**config.mk**
```make
export PLATFORM = sky130hd
export DESIGN_NAME = axi_burst_mst_ctrl
export DESIGN_NICKNAME = d
export VERILOG_FILES = /design/src/rtl/axi_burst_mst_ctrl.sv
export SDC_FILE = /design/constraint.sdc
export NUM_CORES = 1
export LEC_CHECK = 0
export CAP_MARGIN = 0
export CORE_AREA = 2 2 194 196
export DETAILED_ROUTE_END_ITERATION = 16
export DIE_AREA = 0 0 196 198
export PLACE_DENSITY = 0.67
export SYNTH_ARGS = -nofsm -noshare
export SYNTH_HDL_FRONTEND = slang
export SYNTH_SLANG_ARGS = --single-unit
```
**constraint.sdc**
```tcl
create_clock -name aclk -period 6.1 [get_ports aclk]
set_input_delay 1.83 -clock aclk [delete_from_list [all_inputs] [get_ports aclk]]
set_output_delay 1.83 -clock aclk [all_outputs]
set_load 0.02 [all_outputs]
```
**src/rtl/axi_burst_mst_ctrl.sv**
```systemverilog
// AXI4 burst master controller: one fixed-length INCR write or read
// burst per command, with per-handshake timeout and sticky status flags.
module axi_burst_mst_ctrl #(
    parameter int C_M_AXI_ADDR_WIDTH = 32,
    parameter int C_BURST_LEN        = 4,
    parameter int C_TIMEOUT          = 1024
) (
    input  logic                          aclk,
    input  logic                          aresetn,
    input  logic                          start,
    input  logic [1:0]                    op,
    input  logic [C_M_AXI_ADDR_WIDTH-1:0] wr_addr,
    input  logic [C_M_AXI_ADDR_WIDTH-1:0] rd_addr,
    input  logic [32*C_BURST_LEN-1:0]     wr_data,
    output logic [32*C_BURST_LEN-1:0]     rd_data,
    output logic                          busy,
    output logic                          wr_done,
    output logic                          rd_done,
    output logic                          err,
    output logic [C_M_AXI_ADDR_WIDTH-1:0] m_axi_awaddr,
    output logic [7:0]                    m_axi_awlen,
    output logic [2:0]                    m_axi_awsize,
    output logic [1:0]                    m_axi_awburst,
    output logic                          m_axi_awvalid,
    input  logic                          m_axi_awready,
    output logic [31:0]                   m_axi_wdata,
    output logic [3:0]                    m_axi_wstrb,
    output logic                          m_axi_wlast,
    output logic                          m_axi_wvalid,
    input  logic                          m_axi_wready,
    input  logic [1:0]                    m_axi_bresp,
    input  logic                          m_axi_bvalid,
    output logic                          m_axi_bready,
    output logic [C_M_AXI_ADDR_WIDTH-1:0] m_axi_araddr,
    output logic [7:0]                    m_axi_arlen,
    output logic [2:0]                    m_axi_arsize,
    output logic [1:0]                    m_axi_arburst,
    output logic                          m_axi_arvalid,
    input  logic                          m_axi_arready,
    input  logic [31:0]                   m_axi_rdata,
    input  logic [1:0]                    m_axi_rresp,
    input  logic                          m_axi_rlast,
    input  logic                          m_axi_rvalid,
    output logic                          m_axi_rready
);

    localparam int BW = (C_BURST_LEN > 1) ? $clog2(C_BURST_LEN) : 1;
    localparam int TW = $clog2(C_TIMEOUT + 1);
    localparam logic [BW-1:0] LAST = BW'(C_BURST_LEN - 1);
    localparam logic [TW-1:0] TMAX = TW'(C_TIMEOUT - 1);

    localparam logic [2:0] S_IDLE = 3'd0;
    localparam logic [2:0] S_AW   = 3'd1;
    localparam logic [2:0] S_W    = 3'd2;
    localparam logic [2:0] S_B    = 3'd3;
    localparam logic [2:0] S_AR   = 3'd4;
    localparam logic [2:0] S_R    = 3'd5;
    localparam logic [2:0] S_DONE = 3'd6;

    logic [2:0]                    state;
    logic [C_M_AXI_ADDR_WIDTH-1:0] addr_q;
    logic [32*C_BURST_LEN-1:0]     wbuf;
    logic [BW-1:0]                 beat;
    logic [TW-1:0]                 wait_cnt;
    logic                          hs;
    logic                          waiting;
    logic                          tmo;
    logic                          last_cnt;

    // Handshake completing this cycle in whichever state is waiting on the bus
    always_comb begin
        hs      = 1'b0;
        waiting = 1'b1;
        case (state)
            S_AW:    hs = m_axi_awready;
            S_W:     hs = m_axi_wready;
            S_B:     hs = m_axi_bvalid;
            S_AR:    hs = m_axi_arready;
            S_R:     hs = m_axi_rvalid;
            default: waiting = 1'b0;
        endcase
    end

    assign tmo      = waiting && !hs && (wait_cnt == TMAX);
    assign last_cnt = (beat == LAST);

    // Main FSM, beat counter, wait counter, capture registers and flags
    always_ff @(posedge aclk or negedge aresetn) begin
        if (!aresetn) begin
            state    <= S_IDLE;
            addr_q   <= '0;
            wbuf     <= '0;
            beat     <= '0;
            wait_cnt <= '0;
            rd_data  <= '0;
            wr_done  <= 1'b0;
            rd_done  <= 1'b0;
            err      <= 1'b0;
        end else begin
            if (!waiting || hs)
                wait_cnt <= '0;
            else
                wait_cnt <= wait_cnt + 1'b1;

            if (tmo) begin
                err   <= 1'b1;
                beat  <= '0;
                state <= S_DONE;
            end else begin
                case (state)
                    S_IDLE: if (start) begin
                        wr_done <= 1'b0;
                        rd_done <= 1'b0;
                        err     <= 1'b0;
                        beat    <= '0;
                        if (op == 2'b01) begin
                            addr_q <= wr_addr;
                            wbuf   <= wr_data;
                            state  <= S_AW;
                        end else if (op == 2'b10) begin
                            addr_q <= rd_addr;
                            state  <= S_AR;
                        end else begin
                            err   <= 1'b1;
                            state <= S_DONE;
                        end
                    end
                    S_AW: if (hs) state <= S_W;
                    S_W: if (hs) begin
                        if (last_cnt) begin
                            beat  <= '0;
                            state <= S_B;
                        end else begin
                            beat <= beat + 1'b1;
                        end
                    end
                    S_B: if (hs) begin
                        wr_done <= 1'b1;
                        if (m_axi_bresp != 2'b00) err <= 1'b1;
                        state <= S_DONE;
                    end
                    S_AR: if (hs) state <= S_R;
                    S_R: if (hs) begin
                        rd_data[{beat, 5'b0} +: 32] <= m_axi_rdata;
                        if (m_axi_rresp != 2'b00) err <= 1'b1;
                        if (m_axi_rlast != last_cnt) err <= 1'b1;
                        if (m_axi_rlast || last_cnt) begin
                            rd_done <= 1'b1;
                            beat    <= '0;
                            state   <= S_DONE;
                        end else begin
                            beat <= beat + 1'b1;
                        end
                    end
                    S_DONE:  state <= S_IDLE;
                    default: state <= S_IDLE;
                endcase
            end
        end
    end

    assign busy          = (state != S_IDLE);

    assign m_axi_awaddr  = addr_q;
    assign m_axi_awlen   = 8'(C_BURST_LEN - 1);
    assign m_axi_awsize  = 3'b010;
    assign m_axi_awburst = 2'b01;
    assign m_axi_awvalid = (state == S_AW);

    assign m_axi_wdata   = wbuf[{beat, 5'b0} +: 32];
    assign m_axi_wstrb   = 4'hF;
    assign m_axi_wlast   = (state == S_W) && last_cnt;
    assign m_axi_wvalid  = (state == S_W);

    assign m_axi_bready  = (state == S_B);

    assign m_axi_araddr  = addr_q;
    assign m_axi_arlen   = 8'(C_BURST_LEN - 1);
    assign m_axi_arsize  = 3'b010;
    assign m_axi_arburst = 2'b01;
    assign m_axi_arvalid = (state == S_AR);

    assign m_axi_rready  = (state == S_R);

endmodule

```
### Yosys cells after proc, flatten, opt, wreduce, memory -nomap -nowiden

Index checks and enable logic that the tools add are counted.

* output and inout bits: 264
* bits in registers: 307

* muxes and demuxes: 41
* add/subtract/negate cells: 3
* eq/ne operators: 24
* bitwise logic cells: 1
* reductions and logical operators: 25
* shift-type cells: 3

Operators by type and width (count)
* 128-bit bitwise mux: 1
* 32-bit by 9-bit variable shift with 128-bit output (first input constant): 1
* 128-bit by 8-bit indexed part select with 32-bit output: 1
* 32-bit by 9-bit indexed part select with 128-bit output: 1
* 32-bit 2-to-1 mux: 2
* 3-bit 2-to-1 mux: 10
* 3-bit by 1-bit != test with 1-bit output (second input constant): 8
* 3-bit one-hot mux with 6 select lines: 1
* 4-bit AND reduction: 4
* 1-bit 2-to-1 mux: 14
* 2-bit 2-to-1 mux: 7
* 11-bit by 1-bit adder with 11-bit output (second input constant): 1
* 11-bit by 10-bit equality test with 1-bit output (second input constant): 1
* 11-bit 2-to-1 mux: 1
* 2-bit nonzero test: 5
* 7-bit negator with 9-bit output: 1
* 8-bit AND reduction: 1
* 4-bit nonzero test: 2
* 3-bit by 2-bit equality test with 1-bit output (second input constant): 2
* 3-bit equality test (second input constant): 2
* 2-bit by 1-bit != test with 1-bit output (second input constant): 3
* 2-bit one-hot mux with 3 select lines: 1
* 6-bit AND reduction: 1
* 1-bit one-hot mux with 5 select lines: 1
* other kinds (19): 25

### Longest topological paths before layout

* word-level depth: 7
* depth in mapped cells: 10

### Least setup slack after synthesis

Ideal clock, no wire load.

* path type: register -> output
* start point: register beat[0]
* end point: output m_axi_wdata[0]
* slack: 2.774 ns
* path buffers: 2
* data required time: 4.270 ns
* data arrival time: 1.496 ns
* stages on the path, launching flop included: 4
* cells stage by stage: dfrtp_1 -> buf_2 -> buf_2 -> mux4_2

* cells in the longest elaborated chain, start to end: 1

RTL lines
* from (decl): RTL line 63 `logic [BW-1:0] beat;`
* from (signal assigned): RTL line 134 `beat <= beat + 1'b1;`
* from (signal assigned): RTL line 152 `beat <= beat + 1'b1;`
* 128-bit by 8-bit indexed part select with 32-bit output: RTL line 170 `assign m_axi_wdata = wbuf[{beat, 5'b0} +: 32];`
* to (decl): RTL line 26 `output logic [31:0] m_axi_wdata,`

Every way passes these cells.

### Final worst setup path

* start point: register beat[0]
* end point: output m_axi_wdata[9]

The elaborated chain is that of the path after synthesis.

==> metrics.csv <==
stage;metric;value;unit
power_and_ir_drop;p_per_area;451;mW/mm^2
cts;post_cts_resized;0;
placement;hpwl;28800;microns
grt;grt_pass1_vias;10700;
logic_synthesis;ys_types;41;
route;drt_iter0_drc;455;
sta;setup_tns;0;ns
cts;tritoncts;done;
die;die_area;0.0388;sq mm
die;die_w;196;microns
route;drc;0;
placement;dp_slack;1.68;ns
logic_synthesis;synth_commonest_cells;307 x dfrtp_1, 274 x nand2_1, 128 x mux2_2, 81 x o21ai_1, 64 x buf_4;
grt;antenna_found_initial;6;
route;routed_wl;40100;microns
grt;grt_overflow;0;
sta;drv_slew;0;
sta;min_period;4.84;ns
flow_run;maxCapViolCount;0;
cts;clock-sinks;307;
logic_synthesis;post_synth_main_area_contributors;dfrtp_1 55%, mux2_2 10%, nand2_1 7.3%, mux4_2 5.1%, buf_4 3.4%;
die;core-area;0.0370;sq mm
cts;cts_max_path_buffers;3;
route;via_per_inst;4.84;
route;drtAntennaViolNets;0;
cts;numCtsBuffers;36;
placement;gp_congestion;0.824;
route;drt-pass1-iter-count;4;
logic_synthesis;synthesis.area;0.0141;sq mm
cells_and_area;nNetsFinal;1888;
cts;cts_max_level;2;
sta;skew;0.0212;ns
sta;fin_crit_sh;0.793;
grt;grt.total_usage;0.207;
die;ios;503;
sta;timing.final.hold_violations;0;
logic_synthesis;synth_top_flop_cell;dfrtp_1;
status;status;finished clean;
grt;grt_pass1_wl;62600;microns
critical_path;cp.arrival;3.01;ns
sta;fmax;207;MHz
critical_path;critPathMaxFanout;26;
logic_synthesis;ys_ff_latch;307;
critical_path;critPathRequiredTime;4.27;ns
power_and_ir_drop;leakagePower;8.34;nW
route;vias;10400;
logic_synthesis;synthCells;1228;
die;initial_core_util;0.381;
logic_synthesis;yosysWarnings;0;
sta;setup_violations;0;
power_and_ir_drop;peakVddDrop;0.000313;V
logic_synthesis;synth-async-reset-ratio;1.00;
sta;rsz0062_at_grt;no;
logic_synthesis;synth_top_area_frac;0.546;
sta;worst_slack;1.26;ns
cts;post_cts_buffers;0;
cts;hold_buffers;0;
sta;slew_headroom;0.330;
die;die_h;198;microns
cts;clockRootBuffer;clkbuf_16;
logic_synthesis;yosysMostFrequentCell;dfrtp_1;
placement;port-buffer-count;472;
logic_synthesis;synth.avg_cell_area;11.5;sq um
grt;grt_max_degree;85;
critical_path;start_kind;flop;
logic_synthesis;synth_edf_count;0;
die;rows;71;
cts;clk_latency;0.52;ns
hold_path;min_path_type;reg -> reg;
logic_synthesis;yosys.area.top_type;dfrtp_1;
cells_and_area;areaGrowthSynthToFinish;41.9;%
cells_and_area;drive_gt1_frac;0.179;
critical_path;cp-end-kind;output port;
critical_path;critPathKind;reg -> out;
cts;cts.clk_slew.worst_paths;0.06;ns
sta;worst_slew_pin_slew;1.00;ns
route;wl_per_cell;18.7;microns
logic_synthesis;yosysSeqAreaShare;0.546;
[critical path, stage by stage (launching register included)]
cell and delay, ns:
dfrtp_2 0.91, buf_4 0.43, mux4_2 0.55, clkdlybuf4s50_1 0.57
[worst paths after layout]
| kind | slack (ns) | cells past startpoint | start | to |
|---|---|---|---|---|
| max | 1.26 | 3 | beat[0] | m_axi_wdata[9] |
| min | 0.48 | 2 | rd_data[88] | rd_data[88] |
| max in group asynchronous | 3.65 | 2 | aresetn | wbuf[85] |
| min reg2reg | 0.48 | 2 | rd_data[88] | rd_data[88] |
| max reg2reg | 3.13 | 7 | state[1] | rd_data[4] |
| min in group asynchronous | 1.30 | 1 | aresetn | rd_data[27] |
[flip-flops by register name, summed over array words and instances, names as in the netlist]
name / cells
err: 1
rd_data: 128
wait_cnt: 11
beat: 2
wbuf: 128
wr_done: 1
rd_done: 1
m_axi_araddr: 32
state: 3
[layer usage]
layer	routed length, microns	vias to the layer above	track usage
met4	1070	6	0.0623
met2	19500	351	0.342
met1	16400	5045	0.264
met5	27	-	0
met3	3090	73	0.0606
li1	-	4920	-
[power breakdown]
group | internal (W) | switching, W
Clock | 0.00142 | 0.000867
Sequential | 0.00263 | 0.000498
Combinational | 0.00183 | 0.00175
[metrics by stage]
stage | hold slack [ns] | util | instance area [sq um] | std cells | total power (W)
after CTS | 0.479 | 0.540 | 20000 | 2141 | 0.00912
after floorplan | 0.447 | - | 14200 | 1256 | 0.00526
after global placement | 0.460 | 0.506 | 18700 | 2075 | 0.00670
after global routing | 0.504 | 0.540 | 20000 | 2144 | 0.00951
after detailed placement | 0.467 | 0.506 | 18700 | 2075 | 0.00676
final | 0.477 | 0.540 | 20000 | 2146 | 0.00900
[cell type report]
cell class | count | area (sq um)
Fill cell | 3196 | 17000
Sequential cell | 307 | 7680
Multi-Input combinational cell | 800 | 5520
Timing Repair Buffer | 484 | 4840
Clock buffer | 49 | 1050
Tap cell | 474 | 593
Clock inverter | 17 | 224
Inverter | 10 | 37.5
Antenna cell | 5 | 12.5
[layout by cell type, fill, tap and decap left out, types with 5 or more instances in the layout]
master	synthesis	layout
clkbuf_16	0	37
a21oi_1	41	41
mux2i_1	36	36
o21ai_0	8	8
clkinv_2	0	8
nand2_1	274	273
buf_4	64	10
dfrtp_1	307	305
nand3_1	6	6
diode_2	0	5
mux2_2	128	128
bufinv_16	0	5
mux4_2	32	32
nor3_1	8	7
ha_1	10	9
clkbuf_8	0	8
nor2_1	55	54
clkdlybuf4s50_1	0	471
conb_1	2	30
xnor2_1	5	5
o21ai_1	81	81
nand2_4	4	5
inv_1	10	10
o21ai_2	47	47
[cell families (layout without fill, tap and decap cells)]
logic type	count (synthesis)	count (layout)	share of synthesized area
mux	196	196	0.179
simple gates	369	369	0.107
buf+inv	149	560	0.0718
fa+ha+maj	10	10	0.00889
other cells	2	35	0.000534
flops	307	307	0.546
compound gates	186	186	0.0813
xor+xnor	9	9	0.00560
Power figures use the tool's default switching activity.
